<file path="src/rtl/mem_ctrl_pkg.sv">
// Shared definitions for mem_ctrl: address bus width, access-width and FSM state encodings.
package mem_ctrl_pkg;

  localparam int INST_ADDR_BUS = 32;
  typedef logic [INST_ADDR_BUS-1:0] inst_addr_t;

  typedef enum logic [1:0] {
    WIDTH_BYTE = 2'd0,
    WIDTH_HALF = 2'd1,
    WIDTH_WORD = 2'd2
  } width_e;

  typedef enum logic [1:0] {
    ST_IDLE  = 2'd0,
    ST_READ  = 2'd1,
    ST_WRITE = 2'd2
  } state_e;

  // Encoding 3 is treated as a full word.
  function automatic logic [2:0] width_bytes(input logic [1:0] w);
    case (w)
      WIDTH_BYTE: return 3'd1;
      WIDTH_HALF: return 3'd2;
      default:    return 3'd4;
    endcase
  endfunction

endpackage

</file>
<file path="src/rtl/mem_ctrl.sv">
// Byte-serial RAM controller arbitrating load/store (priority) and instruction fetch; read done T+n+2, write done T+n+1.
// rdy_in=0 freezes all state and suppresses ram_wr; requests are held by the requester until their done pulse.
module mem_ctrl
  import mem_ctrl_pkg::*;
(
  input  logic                     clk_in,
  input  logic                     rst_in,
  input  logic                     rdy_in,
  input  logic                     if_req,
  input  logic [INST_ADDR_BUS-1:0] if_addr,
  output logic                     if_done,
  output logic [31:0]              if_inst,
  input  logic                     mem_req,
  input  logic                     mem_we,
  input  logic [1:0]               mem_width,
  input  logic [INST_ADDR_BUS-1:0] mem_addr,
  input  logic [31:0]              mem_wdata,
  output logic                     mem_done,
  output logic [31:0]              mem_rdata,
  input  logic [7:0]               ram_din,
  output logic [7:0]               ram_dout,
  output logic [INST_ADDR_BUS-1:0] ram_a,
  output logic                     ram_wr,
  output logic                     busy
);

  state_e     state;
  logic [2:0] cnt;
  logic [2:0] n;
  logic [2:0] cnt_nxt;
  logic [1:0] bidx;
  inst_addr_t base;
  logic [31:0] wdata;
  logic [31:0] rbuf;
  logic [31:0] rbuf_nxt;
  logic        owner_mem;
  logic        wr_q;
  logic        blocked;
  logic        take_mem;
  logic        take_if;

  // No accept while any done is showing, so a held request is never re-taken
  // and a waiting fetch only starts the cycle after a load/store completes.
  assign blocked  = if_done | mem_done;
  assign take_mem = mem_req & ~blocked;
  assign take_if  = if_req & ~mem_req & ~blocked;

  assign cnt_nxt = cnt + 3'd1;
  assign bidx    = cnt[1:0] - 2'd1;
  assign ram_wr  = wr_q & rdy_in;

  // Byte arriving now belongs to the address issued one count earlier.
  always_comb begin
    rbuf_nxt = rbuf;
    if (cnt != 3'd0) rbuf_nxt[{bidx, 3'b000} +: 8] = ram_din;
  end

  always_ff @(posedge clk_in or negedge rst_in) begin
    if (!rst_in) begin
      state     <= ST_IDLE;
      cnt       <= 3'd0;
      n         <= 3'd0;
      base      <= '0;
      wdata     <= 32'd0;
      rbuf      <= 32'd0;
      owner_mem <= 1'b0;
      wr_q      <= 1'b0;
      busy      <= 1'b0;
      if_done   <= 1'b0;
      mem_done  <= 1'b0;
      ram_a     <= '0;
      ram_dout  <= 8'd0;
      if_inst   <= 32'd0;
      mem_rdata <= 32'd0;
    end else if (rdy_in) begin
      if_done  <= 1'b0;
      mem_done <= 1'b0;
      case (state)
        ST_IDLE: begin
          if (take_mem | take_if) begin
            owner_mem <= take_mem;
            base      <= take_mem ? mem_addr : if_addr;
            ram_a     <= take_mem ? mem_addr : if_addr;
            n         <= take_mem ? width_bytes(mem_width) : 3'd4;
            wdata     <= mem_wdata;
            cnt       <= 3'd0;
            rbuf      <= 32'd0;
            busy      <= 1'b1;
            if (take_mem & mem_we) begin
              state    <= ST_WRITE;
              wr_q     <= 1'b1;
              ram_dout <= mem_wdata[7:0];
            end else begin
              state <= ST_READ;
            end
          end
        end
        ST_READ: begin
          rbuf <= rbuf_nxt;
          if (cnt == n) begin
            state <= ST_IDLE;
            busy  <= 1'b0;
            if (owner_mem) begin
              mem_rdata <= rbuf_nxt;
              mem_done  <= 1'b1;
            end else begin
              if_inst <= rbuf_nxt;
              if_done <= 1'b1;
            end
          end else begin
            cnt   <= cnt_nxt;
            ram_a <= base + inst_addr_t'(cnt_nxt);
          end
        end
        ST_WRITE: begin
          if (cnt_nxt == n) begin
            state    <= ST_IDLE;
            busy     <= 1'b0;
            wr_q     <= 1'b0;
            mem_done <= 1'b1;
          end else begin
            cnt      <= cnt_nxt;
            ram_a    <= base + inst_addr_t'(cnt_nxt);
            ram_dout <= wdata[{cnt_nxt[1:0], 3'b000} +: 8];
          end
        end
        default: state <= ST_IDLE;
      endcase
    end
  end

endmodule

</file>
<file path="config.mk">
export PLATFORM = sky130hd
export DESIGN_NAME = mem_ctrl
export DESIGN_NICKNAME = d
export VERILOG_FILES = /design/src/rtl/mem_ctrl_pkg.sv /design/src/rtl/mem_ctrl.sv
export SDC_FILE = /design/constraint.sdc
export NUM_CORES = 1
export LEC_CHECK = 0
export CAP_MARGIN = 30
export CORE_ASPECT_RATIO = 1.2
export CORE_MARGIN = 10
export CORE_UTILIZATION = 45
export CTS_CLUSTER_DIAMETER = 40
export DETAILED_ROUTE_END_ITERATION = 10
export HOLD_SLACK_MARGIN = 0.15
export PLACE_DENSITY_LB_ADDON = 0.1
export SETUP_SLACK_MARGIN = 0.1
export SLEW_MARGIN = 20
export SYNTH_ARGS = -nofsm -noshare
export SYNTH_HDL_FRONTEND = slang
export SYNTH_SLANG_ARGS = --single-unit
</file>
<file path="constraint.sdc">
create_clock -name clk_in -period 9.49 [get_ports clk_in]
set_input_delay 2.847 -clock clk_in [delete_from_list [all_inputs] [get_ports clk_in]]
set_output_delay 2.847 -clock clk_in [all_outputs]
set_load 0.02 [all_outputs]
</file>
==> results.md <==
- Num rows: 60
- Clock latency on the worst-skew pair: around 0.54 ns
- VDD IR max: 0.000198 V
- Distinct cell type count after synthesis: slightly above 60
- Mapped cell area: about 10000 um^2
- Fraction of final layout cells with drive strength greater than 1: 0.126
- Sum of negative setup slack: 0 ns
- # fillers: approximately 2000
- Number of DRC violations after detailed-routing iteration 0: roughly 490
- Achievable frequency: about 140 MHz
- Maximum number of pins on one net before global-route repair: between 70 and 80
- Fin Clk Skew: between 0.009 and 0.01 ns
- H-tree Lvls: 1
- Number of cells on the critical path: 3
- Setup-violating endpoint count in the final report: 0
- Critical Path Most Common Cell: sky130_fd_sc_hd__clkdlybuf4s50_1
- Total core area: 22500 um^2
- Relative slew slack: 0.450
- List of cells traversed by the critical path: clkdlybuf4s50_1, and2_1, clkdlybuf4s50_1
- Critical path peak fanout: 9
- Transition time at the pin with the least slew margin: approximately 0.82 ns
- Largest delay contributor family on the critical path: buffers and inverters
- Crit Path Category: in2out
- Cell Pwr Density: 327 nW/um^2
- Post-CTS Resized: 0
- Avg WL per Cell: 18.8 um
- Number of nets in the final layout: 1338
- Remaining number of nets flagged by the antenna check after routing: 0
- Tmin final: around 7.1 ns
- Beginning of the critical path: rdy_in
- Library cell used as clock root buffer: sky130_fd_sc_hd__clkbuf_16
- Num ports: 220
- Number of pins with negative max-slew slack in the final report: 0
- Gate Count Post-Synth: roughly 1000
- Leftover overflow at the end of global routing: 0
- Reg clk slew, reported paths: around 0.05 ns
- Outcome: complete, no violations
- Post-CTS Repair Setup Buffers: 0
- Final cell area excluding filler cells: ~14000 um^2
- Kind of start point of the critical path: input pin
- Final Routed Wirelength: between 20000 and 30000 um
- Via-to-Cell Ratio: about 5.4
- Most instantiated flip-flop cell in the synthesis netlist: sky130_fd_sc_hd__dfrtp_1
- Vias in the first global route: approximately 8500
- Proportion of synthesized chip area in sequential cells: 0.515
- Number of vias after detailed routing: 8151
- Drt pass-1 iters: 5
- Gr usage total: 0.192
- Ant diodes: 0
- Total nets after synthesis: 1135
- Number of antenna violations at the first check in global routing: 1
- Buffers and inverters on the worst path: 2
- Relative area change from synthesis to final layout: 33.8%
- Floorplan die width: 158 um
- Final standard cell utilization of the core: 0.614
- Leak pwr: about 6 nW
- Library cell with the highest instance count after synthesis: sky130_fd_sc_hd__nand2_1
- Wire length of the first global-routing pass: around 46000 um
- Cell with the largest stage delay on the worst path: sky130_fd_sc_hd__clkdlybuf4s50_1
- Area fraction of the dominant cell type after synthesis: 0.515
- Reg2Reg Depth: 10
- Global placement routability congestion: 0.792
- Clock tree from TritonCTS: done
- Dominant cell type by area after synthesis: sky130_fd_sc_hd__dfrtp_1
- Largest cells by area after synthesis: sky130_fd_sc_hd__dfrtp_1, sky130_fd_sc_hd__nand2_1, sky130_fd_sc_hd__mux2_2
- Worst setup path endpoint: ram_wr
- Synth Warn #: 0
- Hpwl dp: approximately 20000 um
- Die Outline Area: between 20000 and 30000 um^2
- Reg-to-reg startpoint: cnt[0]$_DFFE_PN0P_
- Most frequent cells after synthesis: sky130_fd_sc_hd__nand2_1, sky130_fd_sc_hd__dfrtp_1, sky130_fd_sc_hd__o21ai_0
- Worst setup EP type: output port
- Clock Sink Count: around 210
- EDFF count, synth: 0
- Max capacitance violation total: 0
- Fraction of the cycle the final worst path needs: 0.753
- Port Buffers: approximately 220
- R2R setup slack: 5.85 ns
- Placed cell areas: about 13000 um^2
- Biggest cell delay along the critical path: about 0.64 ns
- Effective utilization at floorplan: 0.459
- Fraction of synthesis flops using an asynchronous set or reset pin: 1.00
- DRC: 0
- Number of hold-repair buffers added at the cts stage: 0
- Height of the die: ~190 um
- Post-Place Cells: 1457
- Data arrival time at the worst-slack endpoint: about 4.3 ns
- Setup repair after global routing missed its margin: no
- Number of register bits inferred by synthesis: roughly 210
- Final instance count without filler cells: 1514
- Total count of hold-check failures in the final report: 0
- Class of the tightest hold or removal check: reg2reg
- Required time of the critical path: ~6.6 ns
- Max Buffers Root-to-Sink: 3
- Post-Synthesis Mean Instance Area: ~10 um^2
- Num CTS Buffers: 30
- End of the worst register-to-register path: ram_a[19]$_DFFE_PN0P_
## report_power, final
part / switching (mW) / internal (mW) / total (mW)
Clock: 0.434 / 0.743 / 1.18
Combinational: 1.04 / 0.824 / 1.87
Sequential: 0.237 / 1.25 / 1.49
## routing by layer
layer,part of all wire,global-route usage,vias to the layer above
li1,-,-,3968
met1,0.41,0.232,3940
met2,0.49,0.328,209
met3,0.079,0.0543,32
met4,0.016,0.0453,2
met5,0.00046,0,-
## metrics by stage
| stage | worst slack, ns | power [mW] | hold WS (ns) |
|---|---|---|---|
| floorplan | 3.41 | 2.65 | 0.440 |
| global placement | 2.34 | 3.35 | 0.453 |
| detailed placement | 2.33 | 3.38 | 0.460 |
| CTS | 2.33 | 4.58 | 0.475 |
| global route | 2.28 | 4.83 | 0.488 |
| finish | 2.34 | 4.53 | 0.470 |
## placed cells by master, fill, tap and decap left out, types with 6 or more instances in the layout
cell type / Yosys / layout
sky130_fd_sc_hd__mux2_2: 58 / 58
sky130_fd_sc_hd__dfrtp_1: 213 / 213
sky130_fd_sc_hd__and2_1: 10 / 10
sky130_fd_sc_hd__o31a_1: 16 / 16
sky130_fd_sc_hd__inv_1: 11 / 11
sky130_fd_sc_hd__nand3_1: 40 / 40
sky130_fd_sc_hd__nor2_1: 45 / 45
sky130_fd_sc_hd__mux4_2: 8 / 8
sky130_fd_sc_hd__a22o_1: 21 / 21
sky130_fd_sc_hd__xnor2_1: 10 / 10
sky130_fd_sc_hd__nand2b_1: 9 / 9
sky130_fd_sc_hd__or3_1: 13 / 13
sky130_fd_sc_hd__o211ai_1: 10 / 10
sky130_fd_sc_hd__mux2i_1: 33 / 33
sky130_fd_sc_hd__nand2_1: 215 / 215
sky130_fd_sc_hd__and3_1: 7 / 7
sky130_fd_sc_hd__clkbuf_16: 0 / 31
sky130_fd_sc_hd__o31ai_1: 13 / 13
sky130_fd_sc_hd__ha_1: 13 / 13
sky130_fd_sc_hd__xor2_1: 14 / 14
sky130_fd_sc_hd__o21ai_0: 70 / 70
sky130_fd_sc_hd__clkdlybuf4s50_1: 0 / 218
sky130_fd_sc_hd__buf_4: 5 / 13
sky130_fd_sc_hd__a21oi_1: 49 / 49
sky130_fd_sc_hd__clkinvlp_4: 0 / 6
sky130_fd_sc_hd__nand4_1: 12 / 12
## worst min-delay path, cell delays in order, from the launching register on
cell	delay (ns)
sky130_fd_sc_hd__dfrtp_1	0.34
sky130_fd_sc_hd__nand2_1	0.05
sky130_fd_sc_hd__nand2_1	0.05
## sequential cells by signal, summed over array words and instances, names as in the netlist
register,flops
owner_mem,1
busy,1
rbuf,32
mem_rdata,32
ram_dout,8
mem_done,1
state,2
ram_a,32
wdata,32
base,32
if_done,1
n,3
wr_q,1
if_inst,32
cnt,3
## cells by family (layout without fill, tap and decap cells)
kind of cell	after synthesis	count (layout)	synth area share
compound gates	205	205	0.128
xor+xnor	26	26	0.0243
fa+ha+maj	14	14	0.0177
buf+inv	74	300	0.0336
flops	213	213	0.515
mux	99	99	0.113
simple gates	378	378	0.168
## how the worst min path moves through the flow
stage,startpoint,end,slack [ns],cells past startpoint
final,wdata[27]$_DFFE_PN0P_,wdata[27]$_DFFE_PN0P_,0.47,2
after detailed placement,wdata[29]$_DFFE_PN0P_,wdata[29]$_DFFE_PN0P_,0.46,2
after floorplan,wdata[24]$_DFFE_PN0P_,wdata[24]$_DFFE_PN0P_,0.44,2
after global routing,ram_a[23]$_DFFE_PN0P_,ram_a[23]$_DFFE_PN0P_,0.49,1
after global placement,wdata[23]$_DFFE_PN0P_,wdata[23]$_DFFE_PN0P_,0.45,2
after CTS,wdata[29]$_DFFE_PN0P_,wdata[29]$_DFFE_PN0P_,0.47,2
## layout make-up
type / count / area, um^2 / share of cell area
clock buffers: 37 / 838 / 0.0606
clock inverters: 18 / 236 / 0.0171
inverters: 11 / 41.3 / 0.00298
multi-input cells: 722 / 4690 / 0.339
flip-flops and latches: 213 / 5330 / 0.385
well taps: 279 / 349 / 0.0252
repair buffers: 234 / 2350 / 0.170
No activity file was read; power rests on OpenSTA's default activity.
